[src/rtl/msg_pkg.sv]
// Shared types and constants for the message sequencer and its bench.
package msg_pkg;

    typedef enum logic [2:0] {
        ST_IDLE     = 3'd0,
        ST_REQ      = 3'd1,
        ST_WAIT_ACK = 3'd2,
        ST_SEND     = 3'd3,
        ST_FINISH   = 3'd4
    } state_e;

    localparam int MSG_LEN_DEFAULT = 12;

    localparam logic [7:0] CH_ZERO = 8'h30;
    localparam logic [7:0] CH_X    = 8'h78;
    localparam logic [7:0] CH_LF   = 8'h0A;
    localparam logic [7:0] CH_CR   = 8'h0D;

endpackage

[src/rtl/msg_sequencer.sv]
// Wishbone read master that walks the character memory and feeds each byte
// to a UART transmitter over a strobe/busy handshake.
module msg_sequencer
    import msg_pkg::*;
#(
    parameter int MSG_LEN = MSG_LEN_DEFAULT,
    parameter int AW      = 5,
    parameter int DW      = 8,
    parameter int TIMEOUT = 15
) (
    input  logic          i_clk,
    input  logic          i_reset,
    input  logic          i_start,
    output logic          o_busy,
    output logic          o_done,
    output logic          o_err,
    output logic          o_wb_cyc,
    output logic          o_wb_stb,
    output logic          o_wb_we,
    output logic [AW-1:0] o_wb_addr,
    input  logic          i_wb_stall,
    input  logic          i_wb_ack,
    input  logic [DW-1:0] i_wb_data,
    output logic          o_tx_stb,
    output logic [DW-1:0] o_tx_data,
    input  logic          i_tx_busy
);

    localparam logic [AW-1:0] LAST_ADDR = AW'(MSG_LEN - 1);
    localparam logic [7:0]    TMO_LIMIT = 8'(TIMEOUT);

    state_e        state_q, state_d;
    logic [AW-1:0] addr_q, addr_d;
    logic [7:0]    tmo_q, tmo_d;
    logic          busy_q, busy_d;
    logic          done_q, done_d;
    logic          err_q, err_d;
    logic          cyc_q, cyc_d;
    logic          stb_q, stb_d;
    logic          tx_stb_q, tx_stb_d;
    logic [DW-1:0] tx_data_q, tx_data_d;

    always_comb begin
        state_d   = state_q;
        addr_d    = addr_q;
        tmo_d     = tmo_q;
        busy_d    = busy_q;
        done_d    = 1'b0;
        err_d     = 1'b0;
        cyc_d     = cyc_q;
        stb_d     = stb_q;
        tx_stb_d  = tx_stb_q;
        tx_data_d = tx_data_q;

        unique case (state_q)
            ST_IDLE: begin
                busy_d = 1'b0;
                if (i_start) begin
                    state_d = ST_REQ;
                    addr_d  = '0;
                    cyc_d   = 1'b1;
                    stb_d   = 1'b1;
                    busy_d  = 1'b1;
                end
            end

            ST_REQ: begin
                if (!i_wb_stall) begin
                    stb_d = 1'b0;
                    tmo_d = '0;
                    // A zero-latency slave may ack in the accepting cycle itself.
                    if (i_wb_ack) begin
                        tx_data_d = i_wb_data;
                        tx_stb_d  = 1'b1;
                        cyc_d     = 1'b0;
                        state_d   = ST_SEND;
                    end else begin
                        state_d = ST_WAIT_ACK;
                    end
                end
            end

            ST_WAIT_ACK: begin
                if (i_wb_ack) begin
                    tx_data_d = i_wb_data;
                    tx_stb_d  = 1'b1;
                    cyc_d     = 1'b0;
                    state_d   = ST_SEND;
                end else begin
                    tmo_d = tmo_q + 8'd1;
                    // busy stays up through the err cycle and drops in IDLE.
                    if (tmo_d == TMO_LIMIT) begin
                        cyc_d   = 1'b0;
                        err_d   = 1'b1;
                        state_d = ST_IDLE;
                    end
                end
            end

            ST_SEND: begin
                if (!i_tx_busy) begin
                    tx_stb_d = 1'b0;
                    if (addr_q == LAST_ADDR) begin
                        done_d  = 1'b1;
                        state_d = ST_FINISH;
                    end else begin
                        addr_d  = addr_q + 1'b1;
                        cyc_d   = 1'b1;
                        stb_d   = 1'b1;
                        state_d = ST_REQ;
                    end
                end
            end

            ST_FINISH: begin
                busy_d  = 1'b0;
                addr_d  = '0;
                state_d = ST_IDLE;
            end

            default: begin
                state_d = ST_IDLE;
            end
        endcase
    end

    always_ff @(posedge i_clk or posedge i_reset) begin
        if (i_reset) begin
            state_q   <= ST_IDLE;
            addr_q    <= '0;
            tmo_q     <= '0;
            busy_q    <= 1'b0;
            done_q    <= 1'b0;
            err_q     <= 1'b0;
            cyc_q     <= 1'b0;
            stb_q     <= 1'b0;
            tx_stb_q  <= 1'b0;
            tx_data_q <= '0;
        end else begin
            state_q   <= state_d;
            addr_q    <= addr_d;
            tmo_q     <= tmo_d;
            busy_q    <= busy_d;
            done_q    <= done_d;
            err_q     <= err_d;
            cyc_q     <= cyc_d;
            stb_q     <= stb_d;
            tx_stb_q  <= tx_stb_d;
            tx_data_q <= tx_data_d;
        end
    end

    assign o_busy    = busy_q;
    assign o_done    = done_q;
    assign o_err     = err_q;
    assign o_wb_cyc  = cyc_q;
    assign o_wb_stb  = stb_q;
    assign o_wb_we   = 1'b0;
    assign o_wb_addr = addr_q;
    assign o_tx_stb  = tx_stb_q;
    assign o_tx_data = tx_data_q;

    a_stb_in_cyc: assert property (@(posedge i_clk) disable iff (i_reset) stb_q |-> cyc_q);
    a_tx_vs_bus:  assert property (@(posedge i_clk) disable iff (i_reset) !(tx_stb_q && cyc_q));

endmodule

[config.mk]
export PLATFORM = sky130hd
export DESIGN_NAME = msg_sequencer
export DESIGN_NICKNAME = d
export VERILOG_FILES = /design/src/rtl/msg_pkg.sv /design/src/rtl/msg_sequencer.sv
export SDC_FILE = /design/constraint.sdc
export NUM_CORES = 1
export LEC_CHECK = 0
export CAP_MARGIN = 25
export CORE_MARGIN = 4
export CORE_UTILIZATION = 30
export DETAILED_ROUTE_END_ITERATION = 12
export DONT_BUFFER_PORTS = 1
export PLACE_DENSITY_LB_ADDON = 0.05
export SYNTH_ARGS = -nofsm -noshare
export SYNTH_HDL_FRONTEND = slang
export SYNTH_SLANG_ARGS = --single-unit
[constraint.sdc]
create_clock -name i_clk -period 1.82 [get_ports i_clk]
set_input_delay 0 -clock i_clk [delete_from_list [all_inputs] [get_ports i_clk]]
set_output_delay 0 -clock i_clk [all_outputs]
set_load 0.01 [all_outputs]
==> results of run 1 <==
layout by cell type, fill, tap and decap left out, drive strengths merged, types with 2 or more instances in the layout:
cell type    instances
ha                   3
nand2               12
dlygate4sd3         12
nor3                 2
a211oi               2
nor4                 2
nand4                3
nand3                4
o21ai               17
xor2                 5
nor2                20
nand3b               2
inv                  4
clkbuf               6
and2                 2
o41ai                2
buf                 33
mux2i                3
nor2b                4
nand2b               4
mux2                 8
a21oi                4
dfrtp               30
bufinv               2
final timing paths:
kind | start | to | slack (ns) | cells past startpoint
max in group asynchronous | i_reset | tmo_q[0] | 1.29 | 3
worst min-delay path | i_tx_busy | o_tx_stb | 0.02 | 3
worst min register to register | o_wb_cyc | o_wb_cyc | 0.55 | 1
min in group asynchronous | i_reset | o_wb_addr[1] | 0.24 | 3
worst max-delay path | tmo_q[0] | state_q[1] | -0.10 | 7
worst max register to register | tmo_q[0] | state_q[1] | -0.10 | 7
critical path, cell delays in order, from the launching register on:
cell	delay [ns]
dfrtp_1	0.40
inv_1	0.07
ha_1	0.15
nand2_1	0.05
or4_4	0.43
a221oi_4	0.32
nor2_1	0.07
o32a_1	0.32
per-stage QoR:
step                      area, um2  hold slack (ns)
after floorplan                1600           0.0908
after global placement         1890         -0.00295
after detailed placement       1890        -0.000105
after CTS                      2170           0.0119
after global routing           2180           0.0285
final                          2180           0.0214
state kept, by name, indices dropped and copies added (netlist names):
register   count
o_busy         1
o_done         1
o_err          1
o_tx_data      8
o_tx_stb       1
o_wb_addr      5
o_wb_cyc       1
o_wb_stb       1
state_q        3
tmo_q          8
power by group:
part | internal [mW] | switching [mW] | total, mW
registers | 0.894 | 0.253 | 1.15
clock network | 0.584 | 0.256 | 0.840
logic | 0.580 | 0.534 | 1.11
total | 2.06 | 1.04 | 3.10
cells in the mapped netlist (all sizes together), types with 3 or more instances:
library cell   n
a21oi          4
inv            4
nor2b          4
nor2          20
clkbuf         4
nand2         12
mux2i          3
buf            5
o21ai         17
nand2b         4
dfrtp         30
mux2           8
ha             3
nand3          4
nand4          3
xor2           5
final cells by class:
cell class,instances,area (um2)
Sequential cell,30,751
Timing Repair Buffer,45,368
Fill cell,536,2960
Multi-Input combinational cell,121,813
Clock inverter,2,60.1
Tap cell,70,87.6
Clock buffer,6,82.6
Inverter,4,15.0
cells by family after synthesis:
group / count (synthesis)
multiplexers: 11
other: 1
buffers and inverters: 13
adder cells (fa/ha/maj): 3
AO/OA/AOI/OAI: 38
AND/OR/NAND/NOR: 62
XOR/XNOR: 6
flip-flops: 30
what timing repair did:
action,CTS,global route
hold buffers,12,0
gates resized for setup,2,1
endpoints found under the hold margin,43,0
setup endpoints to repair,3,8
metal layers:
layer	up-vias	track usage (%)	part of all wire [%]
met4	0	4.22	1.2
met5	-	0	0
met3	4	3.77	4.7
met2	23	22.0	47
met1	636	16.9	47
li1	663	-	-
==> results_dict.tcl, run 1 <==
set metrics [dict create \
    fin_crit_sh_pct 106 \
    synth.area.top_cells "dfrtp_1 47%, mux2_2 5.6%, nor2_1 4.7%" \
    die_w_um 81.1 \
    antenna_left 0 \
    hold_viol 0 \
    irDropWorstVdd_mv 0.557 \
    fp.dieH_um 81.1 \
    synth_nets 181 \
    synth.yosys.warnings 0 \
    drv_slew 0 \
    syn_inst 164 \
    grt_pass1_wl_mm 6.77 \
    die-area_um2 6570 \
    fin_crit_ns 1.92 \
    cts_buffers 5 \
    grt_pass1_vias 1371 \
    final_util_pct 42.4 \
    core-area_um2 5140 \
    start_kind "flip-flop" \
    cts_root_buffer "clkbuf_8" \
    synth_ff_type "dfrtp_1" \
    vias 1326 \
    finClkSkew_ns 0.00374 \
    portBuffers 0 \
    routed_wl_mm 3.92 \
    clock.fmax_mhz 520 \
    synth_compound_area_share_pct 15.9 \
    slew_headroom_pct 68.1 \
    dp_hpwl_mm 2.85 \
    setup_slack_ns -0.104 \
    rsz0062_at_grt "true" \
    synthArstFlopShare_pct 100 \
    fin_nets 224 \
    finalSetupTns_ns -0.145 \
    hold_path.class "input port to flip-flop" \
    p_per_area_nw_per_um2 1420 \
    required_ns 1.99 \
    diodes 0 \
    cp_max_fo 4 \
    synth_enable_flop_cells 0 \
    p_total_mw 3.10 \
    status "complete, but fails checks" \
    leakage_nw 1.02 \
    start_util_pct 31.2 \
    drtPass1Iterations 6 \
    synth-simple-area-share_pct 20.2 \
    boundaryPins 34 \
    place_inst 258 \
    core.rowCount 26 \
    pre_cts_slack_ns -0.113 \
    wl_per_cell_um 14.1 \
    clock_path_buffers 2 \
    endpoint_kind "flip-flop" \
    grt_max_degree 31 \
    syn_area_um2 1600 \
    synth_top_cell_area_share_pct 46.9 \
    yosysTopAreaCell "dfrtp_1" \
    overflow 0 \
    cts_tree "done" \
    place_congestion 0.807 \
    viasPerCell 4.77 \
    drt_iter0_drc 44 \
    critPathArrivalTime_ns 2.09 \
    synth_fa_ha_area_share_pct 2.34 \
    cts_sinks 30 \
    final-instance-count-excl-fill 278 \
    ys_ff_latch 30 \
    avgSynthCellArea_um2 9.77 \
    synth_mux_area_share_pct 7.50 \
    drive_above_1_share_pct 27.4 \
    clkTransAtPathRegs_ns 0.07 \
    drc_errors 0 \
    synth_xor_area_share_pct 3.28 \
    tightest_slew_ns 0.467 \
    max_cap_viol_count 0 \
    failed_checks "negative setup slack" \
    synth_cell_types 48 \
    setup_viol 2 \
    antenna_found_initial 0 \
    clk_latency_ns 0.28 \
    htree_levels 2 \
    crit_type "flip-flop to flip-flop" \
    area_delta_synth_final_pct 35.9 \
    synth-seq-area-share_pct 46.9 \
    grtUsageTotal_pct 13.4 \
    synth_top_family_by_area "simple AND/OR/NAND/NOR gates" \
    postCtsSetupRepairBufs 0 \
]
No activity file was read; power rests on OpenSTA's default activity.
==> run 2: changes to the inputs <==
--- a/config.mk
+++ b/config.mk
@@ -7,7 +7,7 @@
 export LEC_CHECK = 0
 export CAP_MARGIN = 25
 export CORE_MARGIN = 4
-export CORE_UTILIZATION = 30
+export CORE_UTILIZATION = 40
 export DETAILED_ROUTE_END_ITERATION = 12
 export DONT_BUFFER_PORTS = 1
 export PLACE_DENSITY_LB_ADDON = 0.05
==> results_dict.tcl, run 2 (synthesis results as in run 1) <==
set metrics [dict create \
    grt_pass1_wl_mm 6.23 \
    grtUsageTotal_pct 15.6 \
    drt_iter0_drc 80 \
    portBuffers 0 \
    required_ns 1.98 \
    tightest_slew_ns 0.494 \
    fp.dieH_um 71.3 \
    place_congestion 0.781 \
    core-area_um2 3770 \
    fin_crit_sh_pct 107 \
    viasPerCell 5.36 \
    diodes 0 \
    leakage_nw 0.963 \
    final_area_um2 2060 \
    critPathBufInv 1 \
    start_util_pct 42.5 \
    regToRegEndpoint "state_q[1]" \
    cts_buffers 5 \
    endpoint_kind "flip-flop" \
    drive_above_1_share_pct 26.7 \
    grt_max_degree 31 \
    clk_latency_ns 0.28 \
    r2r-start "tmo_q[0]" \
    final_cell_mix "30 x dfrtp_1, 28 x buf_4, 20 x nor2_1" \
    p_per_area_nw_per_um2 1330 \
    finClkSkew_ns 0.00443 \
    max_cap_viol_count 0 \
    drv_slew 0 \
    drtPass1Iterations 4 \
    slew_headroom_pct 66.2 \
    clock_path_buffers 2 \
    path_depth 7 \
    routed_wl_mm 3.63 \
    min_from "i_start" \
    slowest_delay_ns 0.42 \
    fin_crit_ns 1.94 \
    final_util_pct 54.5 \
    final_common_cell "dfrtp_1" \
    worstRegToRegCells 7 \
    cts_tree "done" \
    hold_viol 0 \
    hold_path.class "input port to flip-flop" \
    place_area_um2 1820 \
    grt_pass1_vias 1384 \
    slowest_stage "dfrtp_1" \
    clkTransAtPathRegs_ns 0.07 \
    path_cells "inv_1, ha_2, nand2_2, or4_4, a221oi_4, nor2_1, o32a_1" \
    core.rowCount 22 \
    htree_levels 2 \
    status "complete, but fails checks" \
    critPathArrivalTime_ns 2.10 \
    p_total_mw 2.74 \
    cts_sinks 30 \
    clock.fmax_mhz 516 \
    irDropWorstVdd_mv 0.721 \
    fin_nets 218 \
    dp_hpwl_mm 2.56 \
    failed_checks "negative setup slack" \
    antenna_found_initial 0 \
    area_delta_synth_final_pct 28.4 \
    cp_max_fo 5 \
    wl_per_cell_um 14.5 \
    crit_type "flip-flop to flip-flop" \
    die_w_um 71.3 \
    setup_viol 3 \
    endpoint "state_q[1]" \
    overflow 0 \
    setup_slack_ns -0.119 \
    vias 1341 \
    rrSetupSlack_ns -0.12 \
    antenna_left 0 \
    rsz0062_at_grt "true" \
    start_kind "flip-flop" \
    boundaryPins 34 \
    finalSetupTns_ns -0.259 \
    drc_errors 0 \
    cts_root_buffer "clkbuf_8" \
    critical_path.top_delay_family "compound AO/OA/AOI/OAI gates" \
    die-area_um2 5080 \
    crit_start "tmo_q[0]" \
]
-- run 2: power breakdown --
| group | switching (mW) | internal, mW | leakage [nW] |
|---|---|---|---|
| clock | 0.250 | 0.303 | 0.0472 |
| combinational | 0.479 | 0.535 | 0.536 |
| sequential | 0.278 | 0.894 | 0.379 |
-- run 2: metal layers --
| metal | up-vias | wire length, um | global-route usage (%) |
|---|---|---|---|
| met5 | - | 0 | 0 |
| met2 | 47 | 1740 | 25.3 |
| met3 | 6 | 250 | 6.03 |
| met1 | 637 | 1590 | 18.5 |
| li1 | 651 | - | - |
| met4 | 0 | 49 | 6.47 |
-- run 2: area by class of cell --
| class | count | area, um2 |
|---|---|---|
| fill | 340 | 1710 |
| clock buffer | 6 | 82.6 |
| multi-input combinational | 121 | 816 |
| clock inverter | 2 | 12.5 |
| tap | 48 | 60.1 |
| inverter | 4 | 15.0 |
| sequential | 30 | 751 |
| timing repair buffer | 39 | 320 |
-- run 2: repair_timing --
action,CTS,global route
pin swaps,0,2
setup buffers,1,0
hold buffers,11,0
gates resized for setup,2,5
hold endpoints to repair,43,0
setup endpoints to repair,2,7
-- run 2: worst min-delay path by stage --
| stage | slack (ns) | endpoint | cells past startpoint |
|---|---|---|---|
| floorplan | 0.09 | o_busy | 1 |
| CTS | 0.008 | o_wb_addr[0] | 3 |
| detailed placement | -0.002 | o_tx_data[2] | 2 |
| global placement | -0.01 | o_tx_data[6] | 2 |
| finish | 0.003 | o_wb_addr[0] | 3 |
| global route | 0.01 | o_wb_addr[0] | 3 |
-- run 2: metrics by stage --
step | setup slack [ns] | hold slack, ns | cells
after floorplan | -0.0615 | 0.0908 | 164
after global placement | -0.0865 | -0.0144 | 230
after detailed placement | -0.150 | -0.00239 | 230
after CTS | -0.117 | 0.00843 | 250
after global routing | -0.225 | 0.0145 | 250
final | -0.119 | 0.00253 | 250
-- run 2: worst min-delay path, stage by stage --
cell     delay, ns
o21ai_0       0.09
nand2_1       0.08
mux2i_1       0.06
==> run 3: changes to the inputs <==
--- a/config.mk
+++ b/config.mk
@@ -6,6 +6,7 @@
 export NUM_CORES = 1
 export LEC_CHECK = 0
 export CAP_MARGIN = 25
+export CORE_ASPECT_RATIO = 0.7
 export CORE_MARGIN = 4
 export CORE_UTILIZATION = 40
 export DETAILED_ROUTE_END_ITERATION = 12
==> results_dict.tcl, run 3 (synthesis results as in run 1) <==
set metrics [dict create \
    overflow 0 \
    multiInputGateArea_um2 841 \
    crit_type "flip-flop to flip-flop" \
    n_fill_cell 323 \
    fp.dieH_um 60.9 \
    wl_per_cell_um 15.1 \
    slowest_delay_ns 0.44 \
    regToRegEndpoint "state_q[1]" \
    finClkSkew_ns 0.0108 \
    seqCellArea_um2 752 \
    grt_max_degree 25 \
    die-area_um2 5100 \
    required_ns 1.99 \
    hold_path.class "input port to flip-flop" \
    r2r-start "tmo_q[0]" \
    place_congestion 0.822 \
    dp_hpwl_mm 2.76 \
    start_kind "flip-flop" \
    p_per_area_nw_per_um2 1330 \
    max_cap_viol_count 0 \
    endpoint_kind "flip-flop" \
    whs_path_depth 2 \
    routed_wl_mm 3.86 \
    drv_slew 0 \
    boundaryPins 34 \
    fin_crit_sh_pct 106 \
    grtUsageTotal_pct 17.0 \
    hold_viol 0 \
    antenna_found_initial 0 \
    clk_latency_ns 0.28 \
    slowest_stage "dfrtp_2" \
    clock_path_buffers 2 \
    drt_iter0_drc 80 \
    final_cell_mix "31 x buf_4, 29 x dfrtp_1, 20 x nor2_1, 12 x o21ai_0" \
    pre_cts_slack_ns -0.163 \
    drive_above_1_share_pct 29.3 \
    path_cells "inv_2, ha_4, nand2_2, or4_4, a221oi_4, nor2_1, o32a_1" \
    final_util_pct 57.1 \
    leakage_nw 0.977 \
    rsz0062_at_grt "true" \
    clkTransAtPathRegs_ns 0.06 \
    critPathArrivalTime_ns 2.10 \
    min_to "state_q[0]" \
    finalSetupTns_ns -0.130 \
    diodes 0 \
    portBuffers 0 \
    fin_crit_ns 1.94 \
    core.rowCount 18 \
    core-area_um2 3690 \
    start_util_pct 43.4 \
    grt_pass1_wl_mm 6.70 \
    antenna_left 0 \
    die_w_um 83.6 \
    setup_slack_ns -0.116 \
    drtPass1Iterations 4 \
    drc_errors 0 \
    irDropWorstVdd_mv 0.782 \
    setup_viol 2 \
    failed_checks "negative setup slack" \
    final_common_cell "buf_4" \
    cts_root_buffer "clkbuf_8" \
    cp_max_fo 7 \
    cts_buffers 5 \
    area_delta_synth_final_pct 31.6 \
    cts_tree "done" \
    min_from "i_start" \
    grt_pass1_vias 1369 \
    vias 1312 \
    viasPerCell 5.15 \
    fin_nets 221 \
    htree_levels 2 \
    clock.fmax_mhz 517 \
    rrSetupSlack_ns -0.12 \
    status "complete, but fails checks" \
    worstRegToRegCells 7 \
    cts_sinks 30 \
]
-- run 3: metrics by stage --
stage          area, um2  cells  total power, mW  hold WS [ns]
6_report            2110    255             2.81        0.0285
3_5_place_dp        1850    236             2.20        -0.181
3_3_place_gp        1850    236             2.17        -0.186
4_1_cts             2080    256             2.79        0.0307
2_1_floorplan       1600    164             1.80        0.0908
5_1_grt             2110    255             3.03        0.0443
-- run 3: critical path: cells and delay by family (launching register included) --
| family | cells | cell delay, ns |
|---|---|---|
| adders and majority gates | 1 | 0.13 |
| and+or+nand+nor | 3 | 0.54 |
| buffers and inverters | 1 | 0.08 |
| DFF | 1 | 0.44 |
| AOI/OAI and AO/OA | 2 | 0.62 |
-- run 3: layout make-up --
type	instances	area share (%)
Multi-Input combinational cell	121	39.9
Sequential cell	30	35.7
Clock buffer	6	3.92
Inverter	4	0.712
Timing Repair Buffer	42	16.3
Clock inverter	2	0.593
Tap cell	50	2.97
-- run 3: worst max path at each step --
stage / startpoint / endpoint / slack, ns
after global routing: tmo_q[0] / state_q[1] / -0.22
after CTS: tmo_q[0] / state_q[1] / -0.16
final: tmo_q[0] / state_q[1] / -0.12
after global placement: tmo_q[0] / state_q[1] / -0.10
after detailed placement: tmo_q[0] / state_q[1] / -0.16
after floorplan: tmo_q[6] / state_q[1] / -0.06
-- run 3: metal layers --
| layer | track usage [%] | share of wire [%] | up-vias | wire length (um) |
|---|---|---|---|---|
| met5 | 0 | 0 | - | 0 |
| met4 | 3.44 | 0.70 | 0 | 27 |
| met3 | 6.78 | 7.5 | 4 | 289 |
| met2 | 24.8 | 39 | 38 | 1520 |
| met1 | 24.2 | 52 | 606 | 2030 |
| li1 | - | - | 664 | - |
-- run 3: repair_timing --
action | 4_1_cts | 5_1_grt
hold buffers | 11 | 0
gates cloned | 0 | 0
pin swaps | 0 | 2
endpoints found under the hold margin | 44 | 0
setup buffers | 1 | 1
resized for setup | 1 | 10
endpoints found under the setup margin | 3 | 7
-- run 3: power breakdown --
part	switching, mW	internal (mW)
registers	0.271	0.896
logic	0.513	0.575
clock network	0.255	0.303
total	1.04	1.77
